==> config.mk <==
export PLATFORM = sky130hd
export DESIGN_NAME = hazard_control_unit
export DESIGN_NICKNAME = d
export VERILOG_FILES = /design/src/rtl/hazard_control_unit.sv
export SDC_FILE = /design/constraint.sdc
export NUM_CORES = 1
export LEC_CHECK = 0
export CORE_AREA = 10 10 47 49
export DETAILED_ROUTE_END_ITERATION = 8
export DIE_AREA = 0 0 57 59
export MAX_ROUTING_LAYER = met4
export PLACE_DENSITY = 0.67
export SETUP_SLACK_MARGIN = 0.2
export SLEW_MARGIN = 20
export SYNTH_ARGS = -nofsm -noshare
export SYNTH_HDL_FRONTEND = slang
export SYNTH_SLANG_ARGS = --single-unit
==> constraint.sdc <==
create_clock -name clk -period 2.07 [get_ports clk]
set_clock_uncertainty 0.1 [all_clocks]
set_input_delay 0.3105 -clock clk [delete_from_list [all_inputs] [get_ports clk]]
set_output_delay 0.3105 -clock clk [all_outputs]
set_load 0.05 [all_outputs]
==> src/rtl/hazard_control_unit.sv <==
// Load-use stall and branch flush controller for a five-stage pipeline.
// Optional statistics counters are enabled by defining HAZARD_STATS_EN.
module hazard_control_unit #(
  parameter int FLUSH_CYCLES = 2,
  parameter int CNT_W        = 16
) (
  input  logic       clk,
  input  logic       rst_n,
  input  logic [4:0] if_id_rs,
  input  logic [4:0] if_id_rt,
  input  logic       id_ex_mem_read,
  input  logic [4:0] id_ex_rt,
  input  logic       branch_taken,
  output logic       pc_write,
  output logic       if_id_write,
  output logic       id_ex_bubble,
  output logic       if_id_flush,
  output logic       id_ex_flush,
  output logic [1:0] hz_state
`ifdef HAZARD_STATS_EN
  ,
  output logic [CNT_W-1:0] stall_count,
  output logic [CNT_W-1:0] flush_count
`endif
);

  typedef enum logic [1:0] {
    RUN   = 2'b00,
    STALL = 2'b01,
    FLUSH = 2'b10,
    BAD   = 2'b11
  } state_t;

  localparam logic [2:0] FLUSH_LOAD = 3'(FLUSH_CYCLES - 1);

  state_t     state, next_state;
  logic [2:0] flush_cnt, next_cnt;
  logic       load_use;

  assign load_use = id_ex_mem_read && (id_ex_rt != 5'd0) &&
                    ((id_ex_rt == if_id_rs) || (id_ex_rt == if_id_rt));

  always_ff @(posedge clk) begin
    if (!rst_n) begin
      state     <= RUN;
      flush_cnt <= 3'd0;
    end else begin
      state     <= next_state;
      flush_cnt <= next_cnt;
    end
  end

  always_comb begin
    next_state   = RUN;
    next_cnt     = 3'd0;
    pc_write     = 1'b1;
    if_id_write  = 1'b1;
    id_ex_bubble = 1'b0;
    if_id_flush  = 1'b0;
    id_ex_flush  = 1'b0;
    hz_state     = state;
    if (!rst_n) begin
      // Reset cycles present RUN outputs regardless of the held state.
      hz_state = RUN;
    end else if (branch_taken) begin
      if_id_flush = 1'b1;
      id_ex_flush = 1'b1;
      next_cnt    = FLUSH_LOAD;
      next_state  = (FLUSH_CYCLES > 1) ? FLUSH : RUN;
    end else begin
      case (state)
        RUN: begin
          if (load_use) begin
            pc_write     = 1'b0;
            if_id_write  = 1'b0;
            id_ex_bubble = 1'b1;
            next_state   = STALL;
          end
        end
        STALL: next_state = RUN;
        FLUSH: begin
          if_id_flush = 1'b1;
          id_ex_flush = 1'b1;
          next_cnt    = flush_cnt - 3'd1;
          next_state  = (flush_cnt > 3'd1) ? FLUSH : RUN;
        end
        default: next_state = RUN;
      endcase
    end
  end

`ifdef HAZARD_STATS_EN
  always_ff @(posedge clk) begin
    if (!rst_n) begin
      stall_count <= '0;
      flush_count <= '0;
    end else begin
      if (id_ex_bubble && (stall_count != {CNT_W{1'b1}}))
        stall_count <= stall_count + CNT_W'(1);
      if (branch_taken && (flush_count != {CNT_W{1'b1}}))
        flush_count <= flush_count + CNT_W'(1);
    end
  end
`else
  // Counter width only matters when the statistics are built in.
  logic unused_cnt_w;
  assign unused_cnt_w = (CNT_W > 0);
`endif

endmodule

==> impl_metrics.env <==
export IMPL_drt_wl_total_mm=1.184
export IMPL_grt_max_degree=5
export IMPL_p_total_mw=0.3550
export IMPL_grt_busiest_layer="met2"
export IMPL_synth_edf_count=0
export IMPL_slew_violations=0
export IMPL_synth_most_common_cell="xnor2_1"
export IMPL_ys_seq_elements=5
export IMPL_ctsLongestPathBuffers=2
export IMPL_core_area_sq_um=1401
export IMPL_num_rows=14
export IMPL_track_usage_pct=7.426
export IMPL_area_growth_synth_to_final_pct=122.9
export IMPL_drtAntennaViolNets=0
export IMPL_p_leak_nw=0.3743
export IMPL_critPathCaptureType="primary output"
export IMPL_synth_area_leader_cell="dfxtp_1"
export IMPL_gp_congestion=0.6561
export IMPL_die_h_um=59
export IMPL_grt_ovfl_total=0
export IMPL_cp_arrival_ps=1430
export IMPL_initial_core_util_pct=27.32
export IMPL_avgSynthCellArea_sq_um=8.508
export IMPL_cts_buffers=3
export IMPL_via_per_inst=4.531
export IMPL_clk_pin_slew_worst_paths_ps=40
export IMPL_slowest_delay_ps=560
export IMPL_setup_viol=0
export IMPL_synthTopCellsByArea="dfxtp_1 (26%), xnor2_1 (25%), ha_1 (6.5%), o2111a_1 (5.9%), buf_4 (3.9%)"
export IMPL_netlist_area_sq_um=382.9
export IMPL_peakVddDrop_v=0.0001620
export IMPL_rsz0062_at_grt="true"
export IMPL_synthCells=45
export IMPL_synth_top_area_share_pct=26.14
export IMPL_io_pins=26
export IMPL_synth_common_cells="xnor2_1 (11), dfxtp_1 (5), nor2_1 (4)"
export IMPL_layout_min_cycle_time_ps=1843
export IMPL_fin_tns_setup_ps=0
export IMPL_relSlewSlack_pct=82.95
export IMPL_synth_nets=66
export IMPL_route_vias_total=435
export IMPL_netlist_cell_type_count=19
export IMPL_n_antenna_cell=0
export IMPL_tritoncts="yes"
export IMPL_yosys_warnings=0
export IMPL_finalCritPeriodShare_pct=89.04
export IMPL_grt_pass1_wl_mm=1.959
export IMPL_critical_path_class="in -> out"
export IMPL_nFillCells=140
export IMPL_use_met2_pct=11.94
export IMPL_outcome="finished, final reports clean"
export IMPL_design_area_sq_um=853.3
export IMPL_multi_input_area_sq_um=326.6
export IMPL_synth_ff_type="dfxtp_1"
export IMPL_cp_max_fo=3
export IMPL_crit_chain="buf_8 > or4_4 > o2111ai_4 > buf_12"
export IMPL_max_freq_mhz=542.6
export IMPL_placedCellCount=89
export IMPL_drc_errors=0
export IMPL_min_path_type="in -> reg"
export IMPL_dp_hpwl_um=989.3
export IMPL_pre_cts_ws_ps=-169.4
export IMPL_drtPass1Iterations=3
export IMPL_root_buffer="clkbuf_4"
export IMPL_wl_per_cell_um=12.33
export IMPL_async_reset_ff_share_pct=0
export IMPL_cpMaxStageDelayCell="or4_4"
export IMPL_clk_latency_ps=240
export IMPL_grt_use_met3_pct=4.721
export IMPL_hold_viol_final=0
export IMPL_port_buffers=25
export IMPL_dieArea_sq_um=3363
export IMPL_p_per_area_nw_per_um2=416.0
export IMPL_seq_area_sq_um=100.1
export IMPL_die_w_um=57
export IMPL_antenna_found_initial=0
export IMPL_drv_cap=0
export IMPL_yosysSeqAreaShare_pct=26.14
export IMPL_grt_pass1_vias=475
export IMPL_drt_iter0_markers=1
export IMPL_crit_required_ps=1660
export IMPL_h_tree_depth=1
export IMPL_start_kind="primary input"
export IMPL_clock_sinks=5
export IMPL_nNetsFinal=102
export IMPL_instances_no_fill=96
export IMPL_tightestPinTransition_ps=255.7
export IMPL_placed_cell_area_sq_um=769.5
export IMPL_setup_ws_ps=226.9
export IMPL_grt_met1_usage_pct=6.667
export IMPL_layout_drive_gt1_share_pct=38.75
-- layout make-up --
cell class / count / area share, %
clock buffers: 4 / 3.079
inverters: 3 / 1.320
repair buffers: 33 / 43.26
flip-flops and latches: 5 / 11.73
well taps: 16 / 2.346
multi-input cells: 35 / 38.27
-- worst max-delay path, delay by kind of cell --
kind            cells  cell delay (ps)
compound gates      1              290
buf+inv             2              280
simple gates        1              560
-- metal layers --
layer,part of all wire (%),wire (um),up-vias
li1,-,-,225
met1,39,464,186
met2,47,553,24
met3,14,166,0
met4,0,0,0
met5,0,0,-
-- state kept, by name, summed over array words and instances (netlist names) --
signal,cells
state,2
flush_cnt,3
-- metrics by stage --
step           hold slack [ps]  utilization [%]
3_5_place_dp             389.0            54.91
3_3_place_gp             387.0            54.91
4_1_cts                  400.7            56.79
2_1_floorplan            320.7                -
5_1_grt                  406.2            60.89
6_report                 388.1            60.89
-- final timing paths --
kind	startpoint	end	slack, ps	cells after the start
hold / removal	id_ex_rt[3]	state[0]	390	3
hold reg to reg	flush_cnt[2]	state[1]	410	2
setup / recovery	id_ex_rt[3]	pc_write	230	4
setup reg to reg	state[0]	flush_cnt[0]	910	4
-- logic make-up after synthesis --
logic type / synth area share, %
AND/OR/NAND/NOR: 20.91
buffers and inverters: 6.861
adder cells (fa/ha/maj): 6.535
XOR/XNOR: 25.16
flip-flops: 26.14
AO/OA/AOI/OAI: 14.38
-- repair_timing --
| action | 4_1_cts | 5_1_grt |
|---|---|---|
| gates resized for setup | 37 | 14 |
| pin swaps | 15 | 13 |
| hold buffers | 0 | 0 |
| setup endpoints to repair | 5 | 3 |
| buffers inserted | 1 | 2 |
| cloned | 0 | 0 |
-- cells in the final DEF, fill, tap and decap left out, drive strengths merged, types with 3 or more instances in the layout --
master and instances:
nand2 3, dlygate4sd2 7, dfxtp 5, buf 20, inv 3, nor2 4, clkdlybuf4s15 5, xnor2 11
clkbuf 4
-- where the power goes --
group | internal (mW) | total [mW] | leakage [nW] | switching [mW]
clock | 0.0729 | 0.113 | 0.0150 | 0.0400
sequential | 0.101 | 0.104 | 0.0409 | 0.00300
combinational | 0.0795 | 0.138 | 0.318 | 0.0587
Note: power is estimated with default switching activity, not from simulation.
